==> src/rtl/uart_rx_if.sv <==
// Receive-side output bundle of the UART receiver: byte, strobe, error flags and busy.
// The receiver drives it through the master modport; consumers read it through slave.
interface uart_rx_if;
    logic [7:0] data_out;
    logic       rx_valid;
    logic       parity_err;
    logic       frame_err;
    logic       rx_busy;

    modport master (
        output data_out,
        output rx_valid,
        output parity_err,
        output frame_err,
        output rx_busy
    );

    modport slave (
        input data_out,
        input rx_valid,
        input parity_err,
        input frame_err,
        input rx_busy
    );
endinterface

==> src/rtl/uart_rx.sv <==
// UART receiver: 8 data bits LSB first, even parity, one stop bit, centre sampling.
// Bit timing is derived from CLOCK_RATE/BAUD_RATE; each byte is reported with a 1-cycle strobe.
module uart_rx #(
    parameter int CLOCK_RATE = 200_000_000,
    parameter int BAUD_RATE  = 9600
) (
    input  logic      clk,
    input  logic      rst_n,
    input  logic      rxd,
    uart_rx_if.master rx_if
);

    localparam int BIT_CYCLES = CLOCK_RATE / BAUD_RATE;
    localparam int HALF       = BIT_CYCLES / 2;
    localparam int CNT_W      = (BIT_CYCLES > 1) ? $clog2(BIT_CYCLES) : 1;
    localparam logic [CNT_W-1:0] CNT_LAST = CNT_W'(BIT_CYCLES - 1);
    localparam logic [CNT_W-1:0] CNT_MID  = CNT_W'(HALF - 1);

    typedef enum logic [2:0] {
        IDLE   = 3'd0,
        START  = 3'd1,
        DATA   = 3'd2,
        PARITY = 3'd3,
        STOP   = 3'd4,
        BREAK  = 3'd5
    } state_t;

    state_t           state_q, state_d;
    logic             rxd_meta_q;
    logic             rxd_s_q;
    logic             rxd_p_q;
    logic [CNT_W-1:0] bit_cnt_q, bit_cnt_d;
    logic [2:0]       idx_q, idx_d;
    logic [7:0]       shift_q, shift_d;
    logic             shift_we;
    logic             par_err_q, par_err_d;
    logic [7:0]       data_out_q, data_out_d;
    logic             rx_valid_q, rx_valid_d;
    logic             parity_err_q, parity_err_d;
    logic             frame_err_q, frame_err_d;

    logic fall;
    logic cnt_last;
    logic cnt_mid;

    assign fall     = rxd_p_q & ~rxd_s_q;
    assign cnt_last = (bit_cnt_q == CNT_LAST);
    assign cnt_mid  = (bit_cnt_q == CNT_MID);

    // Synchroniser and edge-detect history reset to 0, so a line held low
    // through reset must go high before a start edge can be seen.
    always_ff @(posedge clk or negedge rst_n) begin
        if (!rst_n) begin
            rxd_meta_q <= 1'b0;
            rxd_s_q    <= 1'b0;
            rxd_p_q    <= 1'b0;
        end else begin
            rxd_meta_q <= rxd;
            rxd_s_q    <= rxd_meta_q;
            rxd_p_q    <= rxd_s_q;
        end
    end

    always_ff @(posedge clk or negedge rst_n) begin
        if (!rst_n) begin
            state_q      <= IDLE;
            bit_cnt_q    <= '0;
            idx_q        <= 3'd0;
            shift_q      <= 8'h00;
            par_err_q    <= 1'b0;
            data_out_q   <= 8'h00;
            rx_valid_q   <= 1'b0;
            parity_err_q <= 1'b0;
            frame_err_q  <= 1'b0;
        end else begin
            state_q      <= state_d;
            bit_cnt_q    <= bit_cnt_d;
            idx_q        <= idx_d;
            shift_q      <= shift_d;
            par_err_q    <= par_err_d;
            data_out_q   <= data_out_d;
            rx_valid_q   <= rx_valid_d;
            parity_err_q <= parity_err_d;
            frame_err_q  <= frame_err_d;
        end
    end

    // Each shift bit loads only when the data index points at it.
    generate
        for (genvar gi = 0; gi < 8; gi++) begin : g_shift
            assign shift_d[gi] = (shift_we && (idx_q == 3'(gi))) ? rxd_s_q : shift_q[gi];
        end
    endgenerate

    always_comb begin
        state_d      = state_q;
        bit_cnt_d    = bit_cnt_q + CNT_W'(1);
        idx_d        = idx_q;
        shift_we     = 1'b0;
        par_err_d    = par_err_q;
        data_out_d   = data_out_q;
        rx_valid_d   = 1'b0;
        parity_err_d = parity_err_q;
        frame_err_d  = frame_err_q;

        unique case (state_q)
            IDLE: begin
                bit_cnt_d = '0;
                if (fall) begin
                    state_d = START;
                end
            end
            START: begin
                if (cnt_mid) begin
                    bit_cnt_d = '0;
                    idx_d     = 3'd0;
                    state_d   = rxd_s_q ? IDLE : DATA;
                end
            end
            DATA: begin
                if (cnt_last) begin
                    bit_cnt_d = '0;
                    shift_we  = 1'b1;
                    idx_d     = idx_q + 3'd1;
                    if (idx_q == 3'd7) begin
                        state_d = PARITY;
                    end
                end
            end
            PARITY: begin
                if (cnt_last) begin
                    bit_cnt_d = '0;
                    par_err_d = rxd_s_q ^ (^shift_q);
                    state_d   = STOP;
                end
            end
            STOP: begin
                if (cnt_last) begin
                    // Registering here makes the strobe visible the cycle after the stop sample.
                    bit_cnt_d    = '0;
                    data_out_d   = shift_q;
                    parity_err_d = par_err_q;
                    frame_err_d  = ~rxd_s_q;
                    rx_valid_d   = 1'b1;
                    state_d      = rxd_s_q ? IDLE : BREAK;
                end
            end
            BREAK: begin
                bit_cnt_d = '0;
                if (rxd_s_q) begin
                    state_d = IDLE;
                end
            end
            default: begin
                bit_cnt_d = '0;
                state_d   = IDLE;
            end
        endcase
    end

    assign rx_if.data_out   = data_out_q;
    assign rx_if.rx_valid   = rx_valid_q;
    assign rx_if.parity_err = parity_err_q;
    assign rx_if.frame_err  = frame_err_q;
    assign rx_if.rx_busy    = (state_q != IDLE);

endmodule

==> src/flat_wrapper.sv <==
// flat-port wrapper written by rule: the top's interface ports become plain ports
module uart_rx_flat 
#(
    parameter int CLOCK_RATE = 200_000_000,
    parameter int BAUD_RATE  = 9600
)
  (clk, rst_n, rxd, rx_if_data_out, rx_if_rx_valid, rx_if_parity_err, rx_if_frame_err, rx_if_rx_busy);
  uart_rx_if rx_if_i ();
  input  logic clk;
  input  logic rst_n;
  input  logic rxd;
  output wire logic [$bits(rx_if_i.data_out)-1:0] rx_if_data_out;
  output wire logic [$bits(rx_if_i.rx_valid)-1:0] rx_if_rx_valid;
  output wire logic [$bits(rx_if_i.parity_err)-1:0] rx_if_parity_err;
  output wire logic [$bits(rx_if_i.frame_err)-1:0] rx_if_frame_err;
  output wire logic [$bits(rx_if_i.rx_busy)-1:0] rx_if_rx_busy;
  assign rx_if_data_out = rx_if_i.data_out;
  assign rx_if_rx_valid = rx_if_i.rx_valid;
  assign rx_if_parity_err = rx_if_i.parity_err;
  assign rx_if_frame_err = rx_if_i.frame_err;
  assign rx_if_rx_busy = rx_if_i.rx_busy;
  uart_rx #(.CLOCK_RATE(CLOCK_RATE), .BAUD_RATE(BAUD_RATE)) u_core (.clk(clk), .rst_n(rst_n), .rxd(rxd), .rx_if(rx_if_i));
endmodule
==> config.mk <==
export PLATFORM = sky130hd
export DESIGN_NAME = uart_rx_flat
export DESIGN_NICKNAME = d
export VERILOG_FILES = /design/src/rtl/uart_rx_if.sv /design/src/rtl/uart_rx.sv /design/src/flat_wrapper.sv
export SDC_FILE = /design/constraint.sdc
export NUM_CORES = 1
export LEC_CHECK = 0
export ABC_CLOCK_PERIOD_IN_PS = 3950
export CAP_MARGIN = 20
export CORE_ASPECT_RATIO = 1.1
export CORE_UTILIZATION = 45
export CTS_CLUSTER_SIZE = 14
export DETAILED_ROUTE_END_ITERATION = 8
export PLACE_DENSITY = 0.72
export SETUP_SLACK_MARGIN = 0.2
export SYNTH_ARGS = -nofsm -noshare
export SYNTH_HDL_FRONTEND = slang
export SYNTH_SLANG_ARGS = --single-unit
==> constraint.sdc <==
create_clock -name clk -period 3.95 [get_ports clk]
set_input_delay 0.5925 -clock clk [delete_from_list [all_inputs] [get_ports clk]]
set_output_delay 0.5925 -clock clk [all_outputs]
set_load 0.1 [all_outputs]
# Word level (Yosys, flattened, before mapping)
# Cells that the tools add are included.
# op_classes
muxes	19
n_bitwise	3
add_sub_neg	2
n_reduce_logical	18
n_eq_ne	21
# ops
cell	n
$mux 15	2
$mux 3	10
$pmux 15 s2	1
$eq 3x3->1 const B	6
$pmux 3 s6	1
$add 15x1->15 const B	1
$eq 15x14->1 const B	1
$eq 15x15->1 const B	1
$ne 2x1->1 const B	7
$eq 3x2->1 const B	4
$logic_and 1x1->1	8
$reduce_xor 8->1	1
$reduce_and 7->1	1
$eq 3x1->1 const B	2
$logic_not 3->1	2
$pmux 3 s2	1
$reduce_and 2->1	2
$add 3x1->3 const B	1
$mux 1	3
$reduce_and 3->1	1
$reduce_bool 3->1	1
$reduce_or 3->1	1
$mux 2	1
$reduce_bool 2->1	1
other kinds (3)	3
# totals
output_inout_bits	12
regBits	44
word_cells	82
input_bits	3

# Logic depth before layout (Yosys ltp)
# Gate-level depths: netlist of the first run.
# depth
ltp_word	4
depth_mapped	8
depth_no_buf	7

# Worst setup path after synthesis of the first run
# OpenSTA, ideal clock, no wires.
# synth_timing
path_kind	reg-to-output
startpoint	register u_core.state_q[2]
endpoint	output port rx_if_rx_busy
stages_incl_launch_ff	3
arrival_ns	1.386
t_required_ns	3.357
n_path_buf	1
slack_ns	1.972
cell_sequence	dfrtp_1 clkbuf_1 or3_1
# synth_via
elab_chain_len	1
# synth_rtl
element	line_no	text
from (decl)	uart_rx.sv:28	state_t state_q, state_d;
from (signal assigned)	uart_rx.sv:76	state_q <= state_d;
$reduce_bool 3->1	uart_rx.sv:165	assign rx_if.rx_busy = (state_q != IDLE);
to (decl)	flat_wrapper.sv:16	output wire logic [$bits(rx_if_i.rx_busy)-1:0] rx_if_rx_busy;
# Every way passes these cells.

# Worst setup path after layout of the first run
# Ends and elaborated chain as after synthesis.

==> flow_summary.toml, run 1 <==
[pwr]
power_leakage_nw = 1.16
power_density_nw_per_um2 = 466
power.ir.vdd_worst_uv = 286

[critical_path]
arrival_ns = 2.18
cell_chain_of_the_critical_path = "or3_1, clkdlybuf4s50_1"
crit_family = "buffers and inverters"
buffering_stage_count_on_the_worst_path_with_inverters_included = 1
worstPathRequired_ns = 3.36
cp-end-kind = "primary output"
critical_path.reg2reg.startpoint = "u_core.bit_cnt_q[0]"
critPathMaxFanout = 12
worst_path_max_delay_cell = "sky130_fd_sc_hd__clkdlybuf4s50_1"
worstSetupStartpointType = "flip-flop"
stage_delay_of_the_slowest_cell_on_the_critical_path_ns = 0.97
critical_path.startpoint = "u_core.state_q[2]"
critical_path_start_end_classification = "reg2out"

[synthesis]
netlist-cell-type-count = 37
post_synthesis_cell_count = 189
synth_top_cell_area_share = 0.495
synth_seq_cells = 44
synthTopCellsByCount = "44 x sky130_fd_sc_hd__dfrtp_1, 20 x sky130_fd_sc_hd__nor2_1, 17 x sky130_fd_sc_hd__mux2_2"
syn-num-nets = 200
post_synth.cell_area_avg_um2 = 11.8
synth_fa_ha_area_frac = 0.0450
synth-warning-count = 0
synth_enable_flop_cells = 0
total_standard_cell_area_after_synthesis_um2 = 2220
async_flop_share = 1.00
post_synth_xor_area_fraction = 0.0828
yosys_most_used_dff = "sky130_fd_sc_hd__dfrtp_1"
synth.mux.area_fraction = 0.106
synth_top_area_cell = "sky130_fd_sc_hd__dfrtp_1"
main_combinational_cell_family_by_area_after_synthesis = "simple AND/OR/NAND/NOR gates"
synth_most_common_cell = "sky130_fd_sc_hd__dfrtp_1"
ys_top_cells_by_area = "sky130_fd_sc_hd__dfrtp_1 50%, sky130_fd_sc_hd__mux2_2 8.6%, sky130_fd_sc_hd__xnor2_1 5.5%"
synth_simple_gate_area_share = 0.181
fraction_of_the_mapped_netlist_area_in_compound_gates = 0.0563
synth_sequential_area_ratio = 0.495

[placement]
dpl.hpwl_um = 2490
gpl.final_weighted_congestion = 0.738
io_buffer_count = 14

[floorplan]
floorplan.die_area_um2 = 5220
die_w_um = 69
starting_density = 0.474
fp.dieH_um = 75.7
core-area_um2 = 4680
floorplan_row_count = 26
ports = 15

[clock_network]
clk_latency_ns = 0.29
numClockSinks = 44
tritoncts = "yes"
clock_tree.root_cell = "sky130_fd_sc_hd__clkbuf_8"
cts_inserted_buffers = 5
postCtsSetupRepairBufs = 0
cts_resized = 0
clk_pin_slew_ns = 0.08
clockBufferDepth = 2
htreeDepth = 2
holdBufCountCts = 0

[sta]
worst-slew-pin-transition_ns = 0.977
number_of_failing_setup_endpoints_in_the_final_timing_report = 0
min_period_over_period = 0.702
max-slew-margin-rel = 0.347
grt_setup_unrepaired = "false"
final-hold-violation-count = 0
fin_skew_ns = 0.00435
timing.final.crit_period_ns = 2.77
fin_tns_setup_ns = 0
fmax_mhz = 361
final_max_slew_viol_count = 0

[cells_and_area]
utilization = 0.534
num_antenna_cells = 0
multi_input_area_um2 = 1050
areaGrowthSynthToFinish_pct = 12.5
final_net_count = 216
drive_above_1_share = 0.199
num-fill-cells = 437
area.sequential_um2 = 1100

[route]
wirelength_um = 3460
wl_per_cell_um = 13.2
viasPerCell = 5.11
antenna_left = 0
detailroute.via_count = 1338
drc = 0
drt_first_iter_violations = 117
drt_pre_antenna_iters = 4

[grt]
via_count_of_the_first_global_routing_pass = 1279
grt_first_pass_wirelength_um = 6000
overflow = 0
maximum_number_of_pins_on_one_net_before_global_route_repair = 45
groute.usage.overall = 0.148
antenna_found_initial = 0

[outcome]
run_status = "completed"

[worst_hold_path]
hold_path.class = "in2async"

[job]
timing.max_cap.violations = 0
## layer usage
layer  wire [µm]  up-vias  global-route usage  share of wire
met3          97        6              0.0357          0.028
met4          63        0              0.0680          0.018
met2        1610       14               0.238           0.47
met5           0        -                   0              0
li1            -      673                   -              -
met1        1680      645               0.191           0.49
## cells in the final DEF, fill, tap and decap left out, drive strengths merged, types with 4 or more instances in the layout
cell	n
inv	9
xnor2	14
nand3	10
nand2	11
dfrtp	44
o21ai	4
and3	4
mux2	20
xor2	7
nand4	4
nor2	20
clkdlybuf4s50	13
ha	8
clkbuf	6
## per-stage QoR
stage	hold slack (ns)	instances	area (µm²)	power [mW]	setup WS, ns
floorplan	0.297	189	2220	0.825	1.97
global placement	0.334	253	2390	0.878	1.50
detailed placement	0.338	253	2390	0.886	1.49
CTS	0.357	261	2480	1.18	1.16
global route	0.219	262	2500	1.23	1.12
finish	0.196	262	2500	1.16	1.18
## state kept, by name, summed over array words and instances (netlist names)
register	flops
u_core.idx_q	3
u_core.rx_if.frame_err	1
u_core.par_err_q	1
u_core.state_q	3
u_core.rxd_p_q	1
u_core.rxd_s_q	1
u_core.shift_q	8
u_core.rxd_meta_q	1
u_core.rx_if.rx_valid	1
u_core.bit_cnt_q	15
u_core.rx_if.data_out	8
u_core.rx_if.parity_err	1
## layout make-up
class	instances	area share
clock buffers	6	0.0330
inverters	9	0.0135
well taps	56	0.0280
repair buffers	15	0.0621
multi-input cells	130	0.419
clock inverters	2	0.00400
flip-flops and latches	44	0.440
## where the power goes
part           switching (mW)  internal, mW
clock network           0.149         0.140
logic                   0.200         0.138
registers              0.0583         0.480
total                   0.407         0.757
## worst register-to-register path, delay by kind of cell, from the launching register on
family,cells,cell delay (ns)
buffers and inverters,1,0.07
flip-flops,1,0.43
adder cells (fa/ha/maj),1,0.14
AND/OR/NAND/NOR,2,0.45
multiplexers,1,0.34
AO/OA/AOI/OAI,2,0.67
## path summary, 6_finish.rpt
| check | endpoint | slack [ns] | cells past startpoint |
|---|---|---|---|
| hold / removal | u_core.bit_cnt_q[5] | 0.20 | 1 |
| min in group clk | u_core.rxd_s_q | 0.35 | 0 |
| max in group asynchronous | u_core.idx_q[0] | 3.29 | 2 |
| setup / recovery | rx_if_rx_busy | 1.18 | 2 |
| hold reg to reg | u_core.rxd_s_q | 0.35 | 0 |
| setup reg to reg | u_core.state_q[0] | 1.74 | 7 |
## kinds of logic after synthesis
family                     after synthesis
AOI/OAI and AO/OA                       14
xor gates and xnor gates                21
adders and majority gates                8
buffers and inverters                   15
DFF                                     44
muxes                                   20
and+or+nand+nor                         67
(Power assumes the default switching activity.)
==> inputs of run 2 (changes only) <==
ABC_CLOCK_PERIOD_IN_PS = 2240   (was 3950)
PLACE_DENSITY = 0.74   (was 0.72)
clock period = 2.24 ns   (was 3.95 ns; I/O delays follow)
==> run 2 against run 1 <==
Against the previous run: clock power grew 120%; utilization rose by 0.64 points; wire length rose by 8.3%; sequential cell count unchanged; via count grew 4.3%; global-route usage grew 1.3 points; sequential share of layout area down 0.52 points; combinational power increased by 88%; design area is 1.2% higher; register-to-register slack worse by 1.4 ns.
==> flow_summary.toml, run 2 (synthesis gave the netlist of run 1 again) <==
[clock_network]
clock_tree.root_cell = "sky130_fd_sc_hd__clkbuf_8"
clockBufferDepth = 2
htreeDepth = 2
tritoncts = "yes"
clk_latency_ns = 0.30
cts_inserted_buffers = 5
clk_pin_slew_ns = 0.09
cts_resized = 0
numClockSinks = 44

[sta]
final_max_slew_viol_count = 0
fin_tns_setup_ns = 0
number_of_failing_setup_endpoints_in_the_final_timing_report = 0
min_period_over_period = 0.862
grt_setup_unrepaired = "false"
timing.final.crit_period_ns = 1.93
fin_skew_ns = 0.00847
whs_ns = 0.0131
max-slew-margin-rel = 0.627
fmax_mhz = 518
final-hold-violation-count = 0
worst-slew-pin-transition_ns = 0.560

[critical_path]
r2r_cells = 5
worstPathRequired_ns = 2.43
arrival_ns = 2.12
worstSetupStartpointType = "flip-flop"
flop2flop_setup_slack_ns = 0.31
critical_path.reg2reg.startpoint = "u_core.idx_q[0]"
crit-reg2reg-capture = "u_core.state_q[1]"
critical_path_start_end_classification = "reg2reg"
cp-end-kind = "flip-flop"
critPathMaxFanout = 5

[pwr]
power_leakage_nw = 1.21
power_density_nw_per_um2 = 871
power.ir.vdd_worst_uv = 906

[grt]
groute.usage.overall = 0.161
overflow = 0
via_count_of_the_first_global_routing_pass = 1365
maximum_number_of_pins_on_one_net_before_global_route_repair = 26
grt_util_met1 = 0.216
top_usage_layer = "met2"
grtUsageMet2 = 0.252
antenna_found_initial = 0
grt_util_met3 = 0.0410
grt_first_pass_wirelength_um = 6480

[floorplan]
die_w_um = 69
floorplan_row_count = 26
core-area_um2 = 4680
floorplan.die_area_um2 = 5220
starting_density = 0.474
fp.dieH_um = 75.7
ports = 15

[cells_and_area]
drive_above_1_share = 0.275
num_antenna_cells = 0
areaGrowthSynthToFinish_pct = 13.9
top_register = "u_core.bit_cnt_q"
final_net_count = 221
largest_register_ff_count = 15
utilization = 0.540
layout.cells.most_common_list = "44 x sky130_fd_sc_hd__dfrtp_1, 20 x sky130_fd_sc_hd__nor2_1, 17 x sky130_fd_sc_hd__mux2_2, 17 x sky130_fd_sc_hd__buf_4, 14 x sky130_fd_sc_hd__xnor2_1"
mostFrequentLayoutCell = "sky130_fd_sc_hd__dfrtp_1"

[placement]
io_buffer_count = 14
dpl.hpwl_um = 2600
gpl.final_weighted_congestion = 0.831

[job]
timing.max_cap.violations = 0

[worst_hold_path]
hold_path.class = "in2async"

[route]
drt_pre_antenna_iters = 4
drt_first_iter_violations = 63
wirelength_um = 3740
detailroute.via_count = 1396
viasPerCell = 5.23
wl_per_cell_um = 14.0
antenna_left = 0
drc = 0

[outcome]
run_status = "completed"
[run 2: cell count changes in the layout (fill, tap and decap cells not counted), sizes merged]
cell	previous run	this run
buf	2	19
clkdlybuf4s50	13	1
clkinv	2	0
bufinv	0	1
clkbuf	6	5
clkinvlp	0	1
inv	9	10
[run 2: worst max-delay path by stage]
stage,startpoint,end,slack [ns]
2_1_floorplan,u_core.bit_cnt_q[4],u_core.state_q[0],0.42
3_3_place_gp,u_core.bit_cnt_q[0],u_core.shift_q[1],0.28
3_5_place_dp,u_core.bit_cnt_q[0],u_core.shift_q[5],0.20
4_1_cts,u_core.bit_cnt_q[0],u_core.shift_q[5],0.22
5_1_grt,u_core.bit_cnt_q[0],u_core.shift_q[5],0.21
6_report,u_core.idx_q[0],u_core.state_q[1],0.31
[run 2: timing repair]
item	in CTS	in global routing
pin swaps	1	1
gates cloned	0	0
hold buffers	0	0
endpoints found under the setup margin	2	8
buffers inserted	0	2
[run 2: worst max-delay path, cell delays in order (launching register included)]
cell	delay, ns
sky130_fd_sc_hd__dfrtp_1	0.44
sky130_fd_sc_hd__ha_1	0.24
sky130_fd_sc_hd__ha_1	0.22
sky130_fd_sc_hd__a22o_1	0.27
sky130_fd_sc_hd__o311ai_4	0.33
sky130_fd_sc_hd__mux2_4	0.33
[run 2: layer usage]
metal  up-vias  wire (µm)
met5         -          0
met4         0         46
met3         4        109
met2        20       1770
met1       681       1810
li1        691          -
[run 2: area by class of cell]
cell class / count / area (µm²)
clock buffer: 5 / 68.8
clock inverter: 3 / 46.3
fill: 423 / 2150
inverter: 9 / 33.8
multi-input combinational: 130 / 1050
sequential: 44 / 1100
tap: 56 / 70.1
timing repair buffer: 20 / 163
[run 2: where the power goes]
part	internal, mW	total (mW)	switching (mW)
Sequential	0.846	0.948	0.102
Clock	0.336	0.622	0.286
Combinational	0.269	0.634	0.365
Total	1.45	2.20	0.753
[run 2: stage by stage]
stage               power, mW  instance area, µm²  setup slack, ns  instances
detailed placement       1.58                2390            0.204        257
CTS                      2.22                2500            0.222        265
floorplan                1.45                2220            0.416        189
global placement         1.58                2390            0.280        257
global route             2.33                2530            0.213        267
finish                   2.20                2530            0.309        267
==> inputs of run 3 (changes only) <==
REMOVE_ABC_BUFFERS = 1   (was default)
==> run 3 against run 2 <==
Against the previous run: the flow now finishes with violations (negative hold slack); total power is 5.1% lower; clock-buffer cell count increased by 2; wire length shrank 5.3%; sequential cell count did not move; critical path depth is 3 higher; global-route usage shrank 1.1 points; largest power group unchanged; critical endpoint is now u_core.shift_q[4]; clock skew is essentially flat.
==> flow_summary.toml, run 3 (synthesis gave the netlist of run 1 again) <==
[outcome]
run_status = "finished, violations left"
failed_checks = "negative hold slack"

[clock_network]
clk_latency_ns = 0.30
cts_inserted_buffers = 5
holdBufCountCts = 0
numClockSinks = 44
tritoncts = "yes"
clk_pin_slew_ns = 0.08
clock_tree.root_cell = "sky130_fd_sc_hd__clkbuf_8"
cts_resized = 0
htreeDepth = 2
clockBufferDepth = 2

[grt]
via_count_of_the_first_global_routing_pass = 1317
overflow = 0
top_usage_layer = "met2"
antenna_found_initial = 0
groute.usage.overall = 0.150
grt_util_met3 = 0.0278
maximum_number_of_pins_on_one_net_before_global_route_repair = 25
grtUsageMet2 = 0.241
grt_util_met1 = 0.201
grt_first_pass_wirelength_um = 6190

[cells_and_area]
layout.cells.most_common_list = "44 x sky130_fd_sc_hd__dfrtp_1, 20 x sky130_fd_sc_hd__nor2_1, 17 x sky130_fd_sc_hd__mux2_2, 16 x sky130_fd_sc_hd__buf_4, 14 x sky130_fd_sc_hd__xnor2_1"
drive_above_1_share = 0.267
mostFrequentLayoutCell = "sky130_fd_sc_hd__dfrtp_1"
final_net_count = 220
areaGrowthSynthToFinish_pct = 12.6
top_register = "u_core.bit_cnt_q"
num_antenna_cells = 0
largest_register_ff_count = 15

[floorplan]
floorplan.die_area_um2 = 5220
fp.dieH_um = 75.7
starting_density = 0.474
core-area_um2 = 4680
floorplan_row_count = 26
ports = 15
die_w_um = 69

[route]
wl_per_cell_um = 13.3
drt_pre_antenna_iters = 4
drt_first_iter_violations = 54
antenna_left = 0
wirelength_um = 3550
viasPerCell = 5.18
drc = 0
detailroute.via_count = 1379

[critical_path]
critical_path_start_end_classification = "reg2reg"
critical_path.startpoint = "u_core.bit_cnt_q[0]"
worstSetupStartpointType = "flip-flop"
arrival_ns = 2.12
critPathMaxFanout = 11
critical_path.reg2reg.startpoint = "u_core.bit_cnt_q[0]"
cp-end-kind = "flip-flop"
worstPathRequired_ns = 2.43

[sta]
whs_ns = -0.00211
number_of_failing_setup_endpoints_in_the_final_timing_report = 0
worst-slew-pin-transition_ns = 0.504
fmax_mhz = 518
max-slew-margin-rel = 0.664
fin_skew_ns = 0.00824
final_max_slew_viol_count = 0
fin_tns_setup_ns = 0
grt_setup_unrepaired = "false"
final-hold-violation-count = 9
min_period_over_period = 0.862
timing.final.crit_period_ns = 1.93

[pwr]
power_density_nw_per_um2 = 836
power.ir.vdd_worst_uv = 984
post-layout-total-power_mw = 2.09
power_leakage_nw = 1.20

[placement]
io_buffer_count = 14
gpl.final_weighted_congestion = 0.759
dpl.hpwl_um = 2570

[job]
timing.max_cap.violations = 0

[worst_hold_path]
hold_path.class = "in2async"
run 3: changes by cell type in the layout (fill, tap and decap cells not counted), sizes merged:
cell,change
buf,-1
bufinv,-1
clkbuf,+2
inv,-1
run 3: power breakdown:
group | switching (mW) | internal, mW
clock network | 0.262 | 0.251
registers | 0.107 | 0.846
logic | 0.366 | 0.259
run 3: repair_timing:
| item | CTS | global route |
|---|---|---|
| pin swaps | 1 | 1 |
| buffers inserted | 0 | 1 |
| endpoints found under the setup margin | 3 | 8 |
run 3: path summary, 6_finish.rpt:
kind | to | slack [ns] | depth (start not counted)
worst max register to register | u_core.shift_q[4] | 0.31 | 8
worst min register to register | u_core.rxd_s_q | 0.35 | 0
max in group asynchronous | u_core.bit_cnt_q[7] | 1.70 | 2
min in group clk | u_core.rxd_s_q | 0.35 | 0
worst max-delay path | u_core.shift_q[4] | 0.31 | 8
worst min-delay path | u_core.rx_if.rx_valid | -0.002 | 1
run 3: cell type report:
class / count / area (µm²)
Timing Repair Buffer: 19 / 155
Tap cell: 56 / 70.1
Fill cell: 413 / 2180
Multi-Input combinational cell: 130 / 1050
Clock buffer: 7 / 86.3
Inverter: 9 / 33.8
Clock inverter: 1 / 7.51
Sequential cell: 44 / 1100
run 3: through the flow:
stage	instances	area, µm²	util	setup WS [ns]
after floorplan	183	2180	-	0.273
after global placement	257	2390	0.510	0.264
after detailed placement	257	2390	0.510	0.216
after CTS	265	2480	0.530	0.238
after global routing	266	2500	0.534	0.195
final	266	2500	0.534	0.309
run 3: routing by layer:
metal,routed length (µm),share of wire
met4,38,0.011
met5,0,0
met3,90,0.025
met1,1690,0.48
met2,1730,0.49
run 3: worst max-delay path, cell delays in order (launching register included):
cell                       delay (ns)
sky130_fd_sc_hd__dfrtp_1         0.43
sky130_fd_sc_hd__inv_1           0.08
sky130_fd_sc_hd__ha_1            0.14
sky130_fd_sc_hd__and4bb_2        0.26
sky130_fd_sc_hd__nand4_4         0.17
sky130_fd_sc_hd__nor3_4          0.24
sky130_fd_sc_hd__buf_12          0.15
sky130_fd_sc_hd__nand3_1         0.08
sky130_fd_sc_hd__mux2_2          0.28
